## src/rtl/ascon_hash_ctrl_if.sv

```systemverilog
// Message-in / digest-out stream bundle for ascon_hash_ctrl.
// Both directions are valid/ready: a word moves on a rising clk edge where valid and ready are both high; the source holds data stable while valid && !ready.
interface ascon_hash_ctrl_if;
  logic        in_valid;
  logic        in_ready;
  logic [63:0] in_data;
  logic        in_last;
  logic [2:0]  in_bytes;
  logic        out_valid;
  logic        out_ready;
  logic [63:0] out_data;
  logic        out_last;

  modport master (
    output in_valid, in_data, in_last, in_bytes, out_ready,
    input  in_ready, out_valid, out_data, out_last
  );

  modport slave (
    input  in_valid, in_data, in_last, in_bytes, out_ready,
    output in_ready, out_valid, out_data, out_last
  );
endinterface

```

## src/rtl/ascon_hash_ctrl.sv

```systemverilog
// Ascon-Hash sequencer: absorbs 64-bit beats and squeezes the digest around an external p12 core.
// Define ASCON_HASH_XOF_EN for XOF mode (out_words port, XOF IV, per-message squeeze length).
module ascon_hash_ctrl #(
  parameter int NUM_ROUNDS = 12,
  parameter int OUT_BLOCKS = 4
) (
  input  logic                clk,
  input  logic                rst,
  ascon_hash_ctrl_if.slave    bus,
`ifdef ASCON_HASH_XOF_EN
  input  logic [7:0]          out_words,
`endif
  output logic                busy,
  output logic                perm_load,
  output logic                perm_run,
  output logic [63:0]         perm_s0_init,
  output logic [63:0]         perm_s1_init,
  output logic [63:0]         perm_s2_init,
  output logic [63:0]         perm_s3_init,
  output logic [63:0]         perm_s4_init,
  input  logic [63:0]         perm_s0,
  input  logic [63:0]         perm_s1,
  input  logic [63:0]         perm_s2,
  input  logic [63:0]         perm_s3,
  input  logic [63:0]         perm_s4,
  input  logic                perm_done,
  output logic [2:0]          dbg_state
);

  localparam logic [2:0] IDLE    = 3'd0;
  localparam logic [2:0] INIT    = 3'd1;
  localparam logic [2:0] PERM    = 3'd2;
  localparam logic [2:0] ABSORB  = 3'd3;
  localparam logic [2:0] SQUEEZE = 3'd4;

`ifdef ASCON_HASH_XOF_EN
  localparam logic [63:0] IV = 64'h00400c0000000000;
`else
  localparam logic [63:0] IV = 64'h00400c0000000100;
`endif

  if (NUM_ROUNDS != 12) begin : g_rounds_check
    $error("ascon_hash_ctrl: NUM_ROUNDS must be 12");
  end

  logic [2:0]  state;
  logic [2:0]  state_nxt;
  logic        last_seen;
  logic [7:0]  word_cnt;
  logic [7:0]  last_idx;
  logic        in_fire;
  logic        out_fire;
  logic        final_word;
  logic [63:0] pad_mask;
  logic [63:0] pad_byte;
  logic [63:0] block;

  assign in_fire    = (state == ABSORB) && bus.in_valid;
  assign out_fire   = (state == SQUEEZE) && bus.out_ready;
  assign final_word = (word_cnt == last_idx);

  // Last beat keeps its leading in_bytes bytes, then the 0x80 pad byte.
  always_comb begin
    pad_mask = ~(64'hffff_ffff_ffff_ffff >> {bus.in_bytes, 3'b000});
    pad_byte = 64'h80 << (6'd56 - {bus.in_bytes, 3'b000});
    block    = bus.in_last ? ((bus.in_data & pad_mask) | pad_byte) : bus.in_data;
  end

  always_comb begin
    state_nxt = state;
    case (state)
      IDLE:    state_nxt = INIT;
      INIT:    state_nxt = PERM;
      PERM:    if (perm_done) state_nxt = last_seen ? SQUEEZE : ABSORB;
      ABSORB:  if (in_fire) state_nxt = PERM;
      SQUEEZE: if (out_fire) state_nxt = final_word ? IDLE : PERM;
      default: state_nxt = IDLE;
    endcase
  end

  always_ff @(posedge clk or posedge rst) begin
    if (rst) begin
      state     <= IDLE;
      last_seen <= 1'b0;
      word_cnt  <= 8'd0;
    end else begin
      state <= state_nxt;
      if (state == INIT) begin
        last_seen <= 1'b0;
        word_cnt  <= 8'd0;
      end
      if (in_fire && bus.in_last) last_seen <= 1'b1;
      // Saturate rather than wrap so a long XOF squeeze cannot alias word 0.
      if (out_fire && (word_cnt != 8'hff)) word_cnt <= word_cnt + 8'd1;
    end
  end

`ifdef ASCON_HASH_XOF_EN
  logic first_beat;

  always_ff @(posedge clk or posedge rst) begin
    if (rst) begin
      first_beat <= 1'b0;
      last_idx   <= 8'(OUT_BLOCKS - 1);
    end else begin
      if (state == INIT) first_beat <= 1'b1;
      if (in_fire) begin
        first_beat <= 1'b0;
        if (first_beat) last_idx <= (out_words == 8'd0) ? 8'd0 : out_words - 8'd1;
      end
    end
  end
`else
  assign last_idx = 8'(OUT_BLOCKS - 1);
`endif

  assign bus.in_ready  = (state == ABSORB);
  assign bus.out_valid = (state == SQUEEZE);
  assign bus.out_last  = (state == SQUEEZE) && final_word;
  assign bus.out_data  = (state == SQUEEZE) ? perm_s0 : 64'd0;
  assign perm_run      = (state == PERM);
  assign busy          = (state != IDLE);
  assign perm_load     = (state == INIT) || in_fire || (out_fire && !final_word);
  assign dbg_state     = state;

  // Squeeze reloads reuse the current state; absorb folds the block into the rate word.
  always_comb begin
    perm_s0_init = 64'd0;
    perm_s1_init = 64'd0;
    perm_s2_init = 64'd0;
    perm_s3_init = 64'd0;
    perm_s4_init = 64'd0;
    case (state)
      INIT: perm_s0_init = IV;
      ABSORB, SQUEEZE: begin
        perm_s0_init = (state == ABSORB) ? (perm_s0 ^ block) : perm_s0;
        perm_s1_init = perm_s1;
        perm_s2_init = perm_s2;
        perm_s3_init = perm_s3;
        perm_s4_init = perm_s4;
      end
      default: ;
    endcase
  end

endmodule

```

## src/flat_wrapper.sv

```systemverilog
// flat-port wrapper written by rule: the top's interface ports become plain ports
module ascon_hash_ctrl_flat 
#(
  parameter int NUM_ROUNDS = 12,
  parameter int OUT_BLOCKS = 4
)
  (clk, rst, busy, perm_load, perm_run, perm_s0_init, perm_s1_init, perm_s2_init, perm_s3_init, perm_s4_init, perm_s0, perm_s1, perm_s2, perm_s3, perm_s4, perm_done, dbg_state, bus_in_valid, bus_in_data, bus_in_last, bus_in_bytes, bus_out_ready, bus_in_ready, bus_out_valid, bus_out_data, bus_out_last);
  ascon_hash_ctrl_if bus_i ();
  input  logic clk;
  input  logic rst;
  output logic busy;
  output logic perm_load;
  output logic perm_run;
  output logic [63:0] perm_s0_init;
  output logic [63:0] perm_s1_init;
  output logic [63:0] perm_s2_init;
  output logic [63:0] perm_s3_init;
  output logic [63:0] perm_s4_init;
  input  logic [63:0] perm_s0;
  input  logic [63:0] perm_s1;
  input  logic [63:0] perm_s2;
  input  logic [63:0] perm_s3;
  input  logic [63:0] perm_s4;
  input  logic perm_done;
  output logic [2:0] dbg_state;
  input wire logic [$bits(bus_i.in_valid)-1:0] bus_in_valid;
  input wire logic [$bits(bus_i.in_data)-1:0] bus_in_data;
  input wire logic [$bits(bus_i.in_last)-1:0] bus_in_last;
  input wire logic [$bits(bus_i.in_bytes)-1:0] bus_in_bytes;
  input wire logic [$bits(bus_i.out_ready)-1:0] bus_out_ready;
  output wire logic [$bits(bus_i.in_ready)-1:0] bus_in_ready;
  output wire logic [$bits(bus_i.out_valid)-1:0] bus_out_valid;
  output wire logic [$bits(bus_i.out_data)-1:0] bus_out_data;
  output wire logic [$bits(bus_i.out_last)-1:0] bus_out_last;
  assign bus_i.in_valid = bus_in_valid;
  assign bus_i.in_data = bus_in_data;
  assign bus_i.in_last = bus_in_last;
  assign bus_i.in_bytes = bus_in_bytes;
  assign bus_i.out_ready = bus_out_ready;
  assign bus_in_ready = bus_i.in_ready;
  assign bus_out_valid = bus_i.out_valid;
  assign bus_out_data = bus_i.out_data;
  assign bus_out_last = bus_i.out_last;
  ascon_hash_ctrl #(.NUM_ROUNDS(NUM_ROUNDS), .OUT_BLOCKS(OUT_BLOCKS)) u_core (.clk(clk), .rst(rst), .bus(bus_i), .busy(busy), .perm_load(perm_load), .perm_run(perm_run), .perm_s0_init(perm_s0_init), .perm_s1_init(perm_s1_init), .perm_s2_init(perm_s2_init), .perm_s3_init(perm_s3_init), .perm_s4_init(perm_s4_init), .perm_s0(perm_s0), .perm_s1(perm_s1), .perm_s2(perm_s2), .perm_s3(perm_s3), .perm_s4(perm_s4), .perm_done(perm_done), .dbg_state(dbg_state));
endmodule
```

## config.mk

```make
export PLATFORM = sky130hd
export DESIGN_NAME = ascon_hash_ctrl_flat
export DESIGN_NICKNAME = d
export VERILOG_FILES = /design/src/rtl/ascon_hash_ctrl_if.sv /design/src/rtl/ascon_hash_ctrl.sv /design/src/flat_wrapper.sv
export SDC_FILE = /design/constraint.sdc
export NUM_CORES = 1
export LEC_CHECK = 0
export ABC_AREA = 1
export ABC_CLOCK_PERIOD_IN_PS = 3900
export BUFFER_PORTS_ARGS = -buffer_cell sky130_fd_sc_hd__buf_2
export CELL_PAD_IN_SITES_DETAIL_PLACEMENT = 0
export CELL_PAD_IN_SITES_GLOBAL_PLACEMENT = 2
export CORE_AREA = 2 2 308 310
export CTS_CLUSTER_SIZE = 28
export DETAILED_ROUTE_END_ITERATION = 8
export DIE_AREA = 0 0 310 312
export PLACE_DENSITY = 0.46
export SETUP_SLACK_MARGIN = 0.05
export SYNTH_ARGS = -nofsm -noshare
export SYNTH_HDL_FRONTEND = slang
export SYNTH_SLANG_ARGS = --single-unit
```

## constraint.sdc

```tcl
create_clock -name clk -period 3.9 [get_ports clk]
set_input_delay 0.78 -clock clk [delete_from_list [all_inputs] [get_ports clk]]
set_output_delay 0.78 -clock clk [all_outputs]
set_load 0.01 [all_outputs]
```

==> results.toml, run 1 <==
[setup_path]
start_kind = "flop"
cp-end-kind = "output port"
cp_common_cell = "buf_4"
cp_slowest_cell = "dfrtp_1"
worstPathCellList = "inv_2, nand3_2, nand2_2, buf_4, buf_4, o21ai_0, nor2_1, buf_2"
crit_fanout = 37
path_delay_family = "buffers and inverters"
critPathBufInv = 4
slowest_delay_ns = 0.48
crit_type = "reg -> out"
arrival_ns = 2.42
cp.required_ns = 3.12

[final_layout]
final_area_mm2 = 0.0103
nNetsFinal = 2252
final_cell_mix = "buf_2, nor2_1, inv_1"
post-route-util_pct = 11.1
area.growth.synth_to_final_pct = 112
post_route_cells_drive_above_1_share_pct = 44.3
final_common_cell = "buf_2"

[place]
placed_cell_area_mm2 = 0.0102
hpwl_um = 43700
port_buffers = 785
gp_congestion = 0.811

[yosys]
syn_nets = 1501
yosys.area.top_type = "nor2_1"
postSynthAreaPerCell_um2 = 4.38
synth_cell_type_count = 27
syn_inst = 1107
yosysSeqAreaShare_pct = 6.19
syn_area_mm2 = 0.00485
ys_warn_count = 0
synth_top_area_share_pct = 28.6
yosys_register_bits = 12
synth_area_leaders = "nor2_1, inv_1, nand2_1"

[clock_network]
cts_tree = "done"
clk_latency_ns = 0.24
cts_hold_buffers = 0
clock-sinks = 12
clk_pin_slew_ns = 0.05
ctsResizeCount = 0
cts_buffer_depth = 2
h-tree-depth = 1
numCtsBuffers = 3
post_cts_buffers = 0
cts-root-buf = "clkbuf_16"

[floorplan]
core_area_mm2 = 0.0930
dieHeight_um = 312
die_area_mm2 = 0.0967
initial_core_util_pct = 5.22
io_pins = 786
die_w_um = 310
rows = 112

[route]
met2_length_um = 26200
routed_via_density = 2.96
top_layer = "met5"
ant_nets = 0
drc = 0
drt_iter0_drc = 357
drtPass1Iterations = 5
wl_met3_um = 4640
vias = 9238
wirelength_um = 48500
met1_length_um = 17200
wire_per_inst_um = 15.5

[power_and_ir_drop]
total_power_mw = 4.80
p_per_area_mw_per_mm2 = 466
ir_drop_v = 0.000237
p_leak_nw = 7.14

[grt]
grt_pass1_vias = 8974
antenna_found_initial = 19
grt_max_degree = 71
globalRouteTotalUtil_pct = 9.09
grt_pass1_wl_um = 64400
grt.overflow.total = 0

[sta]
fmax_ghz = 0.313
slew_headroom_pct = 52.5
setup-tns-final_ns = 0
tightest_slew_ns = 0.711
rsz0062_at_grt = "false"
clock_skew_ns = 0.00394
hold_viol = 0
whs_ns = 0.530
finalSetupViolCount = 0
report.final.slew_viol_count = 0
finalCritPeriodShare_pct = 81.9
finalCriticalPeriod_ns = 3.20

[job]
maxCapViolCount = 0

[run_status]
outcome = "completed"

[min_path]
hold_class = "reg -> reg"
[stage by stage]
stage	std cells	setup slack, ns
3_5_place_dp	3107	0.736
2_1_floorplan	1107	1.30
5_1_grt	3113	0.488
6_report	3118	0.705
4_1_cts	3111	0.635
3_3_place_gp	3107	0.717
[logic make-up (layout without fill, tap and decap cells)]
family	Yosys count	in the layout	synth area share, %
other	0	7	0
XOR/XNOR	1	1	0.180
buffers and inverters	414	1164	34.7
flip-flops	12	12	6.19
adder cells (fa/ha/maj)	1	1	0.258
AND/OR/NAND/NOR	602	602	50.5
AO/OA/AOI/OAI	77	77	8.20
[Yosys cell counts (all sizes together)]
cell type,count
ha,1
dfrtp,12
or2,4
o211ai,1
xor2,1
inv,357
a31oi,4
clkbuf,7
o21ai,33
and2,1
nor3,2
buf,50
a21oi,38
nand2,119
nand3,83
a32o,1
nor2,375
nand4,18
[area by class of cell]
type                            instances  area (um^2)
Antenna cell                            7         17.5
Clock buffer                            4         88.8
Fill cell                           11200        82800
Inverter                              357         1350
Multi-Input combinational cell        681         2880
Sequential cell                        12          300
Tap cell                             1254         1570
Timing Repair Buffer                  803         4090
[path summary, 6_finish.rpt]
check,startpoint,end,slack [ns],cells after the start
worst min-delay path,u_core.word_cnt[1]$_DFFE_PP0P_,u_core.word_cnt[1]$_DFFE_PP0P_,0.53,2
worst min register to register,u_core.word_cnt[1]$_DFFE_PP0P_,u_core.word_cnt[1]$_DFFE_PP0P_,0.53,2
worst max register to register,u_core.dbg_state[1]$_DFFE_PP0P_,u_core.word_cnt[2]$_DFFE_PP0P_,1.69,8
min in group asynchronous,rst,u_core.dbg_state[1]$_DFFE_PP0P_,0.57,2
worst max-delay path,u_core.dbg_state[2]$_DFFE_PP0P_,perm_s0_init[45],0.70,8
max in group asynchronous,rst,u_core.word_cnt[5]$_DFFE_PP0P_,2.97,2
[per-layer routing]
layer	global-route usage, %	vias up
met5	0	-
met2	18.5	464
met3	2.84	26
met4	0.670	16
li1	-	4634
met1	9.18	4098
[registers in the layout, indices dropped and copies added (netlist names)]
name / cells
u_core.dbg_state: 3
u_core.last_seen: 1
u_core.word_cnt: 8
[worst register-to-register path: cells and delay by family (launching register included)]
family	cells	cell delay, ns
AND/OR/NAND/NOR	5	0.86
buffers and inverters	2	0.65
AO/OA/AOI/OAI	1	0.10
flip-flops	1	0.48
[power breakdown]
group          switching, mW  leakage, nW  internal [mW]  total [mW]
Combinational           2.90         6.93           1.49        4.39
Sequential            0.0409        0.162          0.149       0.190
Clock                 0.0602       0.0442          0.155       0.216
Total                   3.00         7.14           1.79        4.80
(Power assumes the default switching activity.)
==> run 2, diff against run 1 <==
Settings changed: ABC_CLOCK_PERIOD_IN_PS 3900 to 2800, PLACE_DENSITY 0.46 to 0.48.
Clock period 3.9 ns to 2.8 ns, I/O delays scaled along.
==> run 2 against run 1 <==
Setup slack worse by 0.53 ns. Register-to-register slack worse by 0.88 ns. Largest power group unchanged. Largest cell class unchanged. Wire length decreased by 1.1%.
==> results.toml, run 2 (synthesis results as in run 1) <==
[run_status]
outcome = "completed"

[clock_network]
numCtsBuffers = 3
post_cts_buffers = 0
h-tree-depth = 1
cts_buffer_depth = 2
cts-root-buf = "clkbuf_16"
cts_tree = "done"
clk_latency_ns = 0.25
ctsResizeCount = 0
clk_pin_slew_ns = 0.05
clock-sinks = 12
cts_hold_buffers = 0

[place]
port_buffers = 785
hpwl_um = 42900
gp_congestion = 0.829

[power_and_ir_drop]
p_leak_nw = 7.29
p_int_mw = 2.70
sw_frac_of_total_pct = 61.5
p_sw_mw = 4.31
p_per_area_mw_per_mm2 = 666
sequentialPowerShare_pct = 3.6
ir_drop_v = 0.000355
pwr-share-clk_pct = 4.3
power.share.combinational_pct = 92.1

[route]
wl_met3_um = 4440
met2_length_um = 26000
drtPass1Iterations = 4
top_layer = "met5"
vias = 9057
routed_via_density = 2.89
wire_per_inst_um = 15.3
met1_length_um = 17300
drt_iter0_drc = 260
ant_nets = 0
wirelength_um = 47900
drc = 0

[job]
maxCapViolCount = 0

[setup_path]
arrival_ns = 2.06
cp-end-kind = "output port"
path_delay_family = "simple AND/OR/NAND/NOR gates"
slowest_delay_ns = 0.50
cp_slowest_cell = "dfrtp_1"
critPathBufInv = 3
cp.required_ns = 2.24
crit_type = "reg -> out"
worstPathCellList = "nand2_1, nor2_4, buf_12, nand2_1, nor2_4, buf_4, nand3_1, nand2_1, nor2_1, buf_2"
crit_fanout = 23
cp_common_cell = "nand2_1"
start_kind = "flop"

[sta]
finalSetupViolCount = 0
finalCriticalPeriod_ns = 2.62
slew_headroom_pct = 64.7
hold_viol = 0
clock_skew_ns = 0.00641
tightest_slew_ns = 0.529
setup-tns-final_ns = 0
rsz0062_at_grt = "false"
fmax_ghz = 0.381
finalCritPeriodShare_pct = 93.7
report.final.slew_viol_count = 0

[final_layout]
area.growth.synth_to_final_pct = 117
register_area_um2 = 300
multi_input_area_mm2 = 0.00289
post_route_cells_drive_above_1_share_pct = 45.0
post-route-util_pct = 11.3
fillCellCount = 11300
regMostFlops = "u_core.word_cnt"
largest_register_ffs = 8
nNetsFinal = 2278
final_cell_mix = "buf_2, nor2_1, inv_1"
final_common_cell = "buf_2"

[grt]
antenna_found_initial = 12
grt_pass1_vias = 8978
globalRouteTotalUtil_pct = 9.12
grt_max_degree = 68
grt_pass1_wl_um = 64400
grt.overflow.total = 0

[floorplan]
dieHeight_um = 312
io_pins = 786
die_area_mm2 = 0.0967
initial_core_util_pct = 5.22
die_w_um = 310
rows = 112
core_area_mm2 = 0.0930

[min_path]
hold_class = "in -> async"
run 2: power groups by stage:
stage	registers (mW)	logic (mW)	clock network, mW
after floorplan	0.259	3.30	0
after detailed placement	0.257	6.71	0
after CTS	0.255	6.73	0.309
after global placement	0.259	6.80	0
final	0.255	6.46	0.303
after global routing	0.258	7.21	0.313
run 2: layer usage:
layer	vias up	global-route usage, %
li1	4677	-
met1	3899	9.53
met2	437	18.7
met3	26	2.31
met4	18	0.340
met5	-	0
run 2: worst paths after layout:
kind,slack [ns],startpoint,endpoint,depth (start not counted)
setup / recovery,0.18,u_core.dbg_state[1]$_DFFE_PP0P_,perm_s0_init[27],10
setup reg to reg,0.81,u_core.dbg_state[1]$_DFFE_PP0P_,u_core.word_cnt[6]$_DFFE_PP0P_,8
hold reg to reg,0.52,u_core.word_cnt[0]$_DFFE_PP0P_,u_core.word_cnt[0]$_DFFE_PP0P_,1
hold / removal,0.34,rst,u_core.word_cnt[4]$_DFFE_PP0P_,2
max in group asynchronous,2.11,rst,u_core.word_cnt[2]$_DFFE_PP0P_,2
min in group clk,0.52,u_core.word_cnt[0]$_DFFE_PP0P_,u_core.word_cnt[0]$_DFFE_PP0P_,1
run 2: area by class of cell:
cell class                      instances  share of cell area [%]
Timing Repair Buffer                  829                    41.2
Multi-Input combinational cell        681                    27.4
Tap cell                             1254                    14.9
Inverter                              357                    12.8
Sequential cell                        12                    2.85
Clock buffer                            4                   0.843
Antenna cell                            2                  0.0475
run 2: worst register-to-register path, delay by kind of cell, from the launching register on:
kind            cells  cell delay, ns
buf+inv             2            0.45
flops               1            0.47
compound gates      1            0.09
simple gates        5            0.87
run 2: through the flow:
| stage | hold WS, ns | instances | cell area (um^2) | total power, mW | worst slack, ns |
|---|---|---|---|---|---|
| floorplan | 0.425 | 1107 | 4850 | 3.56 | 0.635 |
| global placement | 0.509 | 3133 | 10400 | 7.06 | 0.0789 |
| detailed placement | 0.515 | 3133 | 10400 | 6.97 | 0.0634 |
| CTS | 0.366 | 3137 | 10500 | 7.30 | 0.0636 |
| global route | 0.406 | 3137 | 10500 | 7.78 | 0.0504 |
| finish | 0.340 | 3139 | 10500 | 7.02 | 0.177 |
==> run 3, diff against run 2 <==
Settings changed: ABC_CLOCK_PERIOD_IN_PS 2800 to 2600, CAP_MARGIN set to 10, CELL_PAD_IN_SITES_GLOBAL_PLACEMENT 2 to 1, CORE_AREA 2 2 308 310 to 2 2 310 312, DIE_AREA 0 0 310 312 to 0 0 312 314, PLACE_DENSITY 0.48 to 0.33.
Clock period 2.8 ns to 2.6 ns, I/O delays scaled along.
==> run 3 against run 2 <==
Sequential power up 7%. Combinational power is 14% higher. Setup slack worse by 0.034 ns. Critical path depth down 1. Critical path type unchanged. Register-to-register slack worse by 0.16 ns. Non-clock buffer count decreased by 1. Sequential cell count is the same. Final cell count rose by 0.32%. Utilization rose by 0.052 points. Cell area grew 2.0%. Via count rose by 4.3%.
==> results.toml, run 3 (synthesis results as in run 1) <==
[sta]
hold_viol = 0
fmax_ghz = 0.407
timing.final.ws_setup_ns = 0.143
tightest_slew_ns = 0.534
slew_headroom_pct = 64.3
finalSetupViolCount = 0
setup-tns-final_ns = 0
rsz0062_at_grt = "true"
report.final.slew_viol_count = 0
finalCritPeriodShare_pct = 94.5
clock_skew_ns = 0.00574
finalCriticalPeriod_ns = 2.46
whs_ns = 0.310

[final_layout]
fillCellCount = 11400
final_cell_mix = "buf_2, nor2_1, inv_1"
post_route_cells_drive_above_1_share_pct = 45.2
area.growth.synth_to_final_pct = 121
largest_register_ffs = 8
final_area_mm2 = 0.0107
stdcell_count = 3149
regMostFlops = "u_core.word_cnt"
post-route-util_pct = 11.4
nNetsFinal = 2277
final_common_cell = "buf_2"

[setup_path]
crit_fanout = 23
start_kind = "flop"
reg2reg_depth = 8
cp-end-kind = "output port"
arrival_ns = 1.94
cp.required_ns = 2.08
crit_type = "reg -> out"

[route]
wirelength_um = 53900
ant_nets = 0
vias = 9444
wire_per_inst_um = 17.1
drtPass1Iterations = 5
drt_iter0_drc = 318
routed_via_density = 3.00
drc = 0

[clock_network]
clk_pin_slew_ns = 0.05
cts_buffer_depth = 2
cts_tree = "done"
clock-sinks = 12
h-tree-depth = 1
cts-root-buf = "clkbuf_16"
numCtsBuffers = 3
clk_latency_ns = 0.24

[place]
dpl.cell_count = 3133
port_buffers = 785
gp_congestion = 0.863
pre_cts_slack_ns = 0.205
hpwl_um = 47600
placed_cell_area_mm2 = 0.0104

[grt]
globalRouteTotalUtil_pct = 10.0
grt_max_degree = 68
grt.overflow.total = 0
grt_pass1_wl_um = 69900
grt_pass1_vias = 9076
antenna_found_initial = 46

[power_and_ir_drop]
ir_drop_v = 0.000411
p_per_area_mw_per_mm2 = 739
p_leak_nw = 7.35
total_power_mw = 7.95

[min_path]
hold_class = "in -> async"

[floorplan]
rows = 113
die_area_mm2 = 0.0980
dieHeight_um = 314
initial_core_util_pct = 5.14
io_pins = 786
die_w_um = 312
core_area_mm2 = 0.0944

[job]
maxCapViolCount = 0

[run_status]
outcome = "completed"
run 3: changes by cell type in the layout (fill, tap and decap cells not counted), sizes merged:
cell	previous run	this run
buf	829	823
clkbuf	4	8
bufbuf	0	1
run 3: final timing paths:
path / start / to / slack [ns]
min in group clk: u_core.word_cnt[0]$_DFFE_PP0P_ / u_core.word_cnt[0]$_DFFE_PP0P_ / 0.52
min: rst / u_core.word_cnt[3]$_DFFE_PP0P_ / 0.31
min reg2reg: u_core.word_cnt[0]$_DFFE_PP0P_ / u_core.word_cnt[0]$_DFFE_PP0P_ / 0.52
max reg2reg: u_core.dbg_state[0]$_DFFE_PP0P_ / u_core.word_cnt[4]$_DFFE_PP0P_ / 0.65
max in group asynchronous: rst / u_core.dbg_state[0]$_DFFE_PP0P_ / 1.91
max: u_core.dbg_state[0]$_DFFE_PP0P_ / perm_s0_init[47] / 0.14
run 3: critical path, stage by stage (launching register included):
cell and delay (ns):
dfrtp_2 0.45, nor2_4 0.19, nand2_4 0.09, nand2_4 0.19, buf_12 0.21, nand2_1 0.07
nand3_1 0.09, nand2_1 0.15, inv_1 0.08, buf_2 0.13
run 3: timing repair:
action                                  CTS  global route
gates cloned                              1             4
resized for setup                         4             6
endpoints found under the setup margin    6           126
pin swaps                                 0             1
hold buffers                              0             0
buffers inserted                          0             5
run 3: area by class of cell:
cell class | instances | area, um^2 | share of cell area, %
Antenna cell | 2 | 5.00 | 0.0466
Clock buffer | 4 | 88.8 | 0.827
Multi-Input combinational cell | 681 | 2910 | 27.0
Timing Repair Buffer | 828 | 4500 | 41.9
Sequential cell | 12 | 302 | 2.81
Inverter | 357 | 1360 | 12.6
Tap cell | 1265 | 1580 | 14.7
run 3: report_power, final:
group / total (mW) / switching, mW / internal, mW
sequential: 0.274 / 0.0494 / 0.225
clock: 0.325 / 0.0915 / 0.233
combinational: 7.35 / 4.58 / 2.77
run 3: per-layer routing:
layer	routed length (um)	share of wire, %	track usage, %	vias up
met1	16700	31	8.70	4118
met5	101	0.19	0	-
met3	3650	6.8	2.28	102
met2	32400	60	22.7	527
met4	1060	2.0	1.15	16
li1	-	-	-	4681
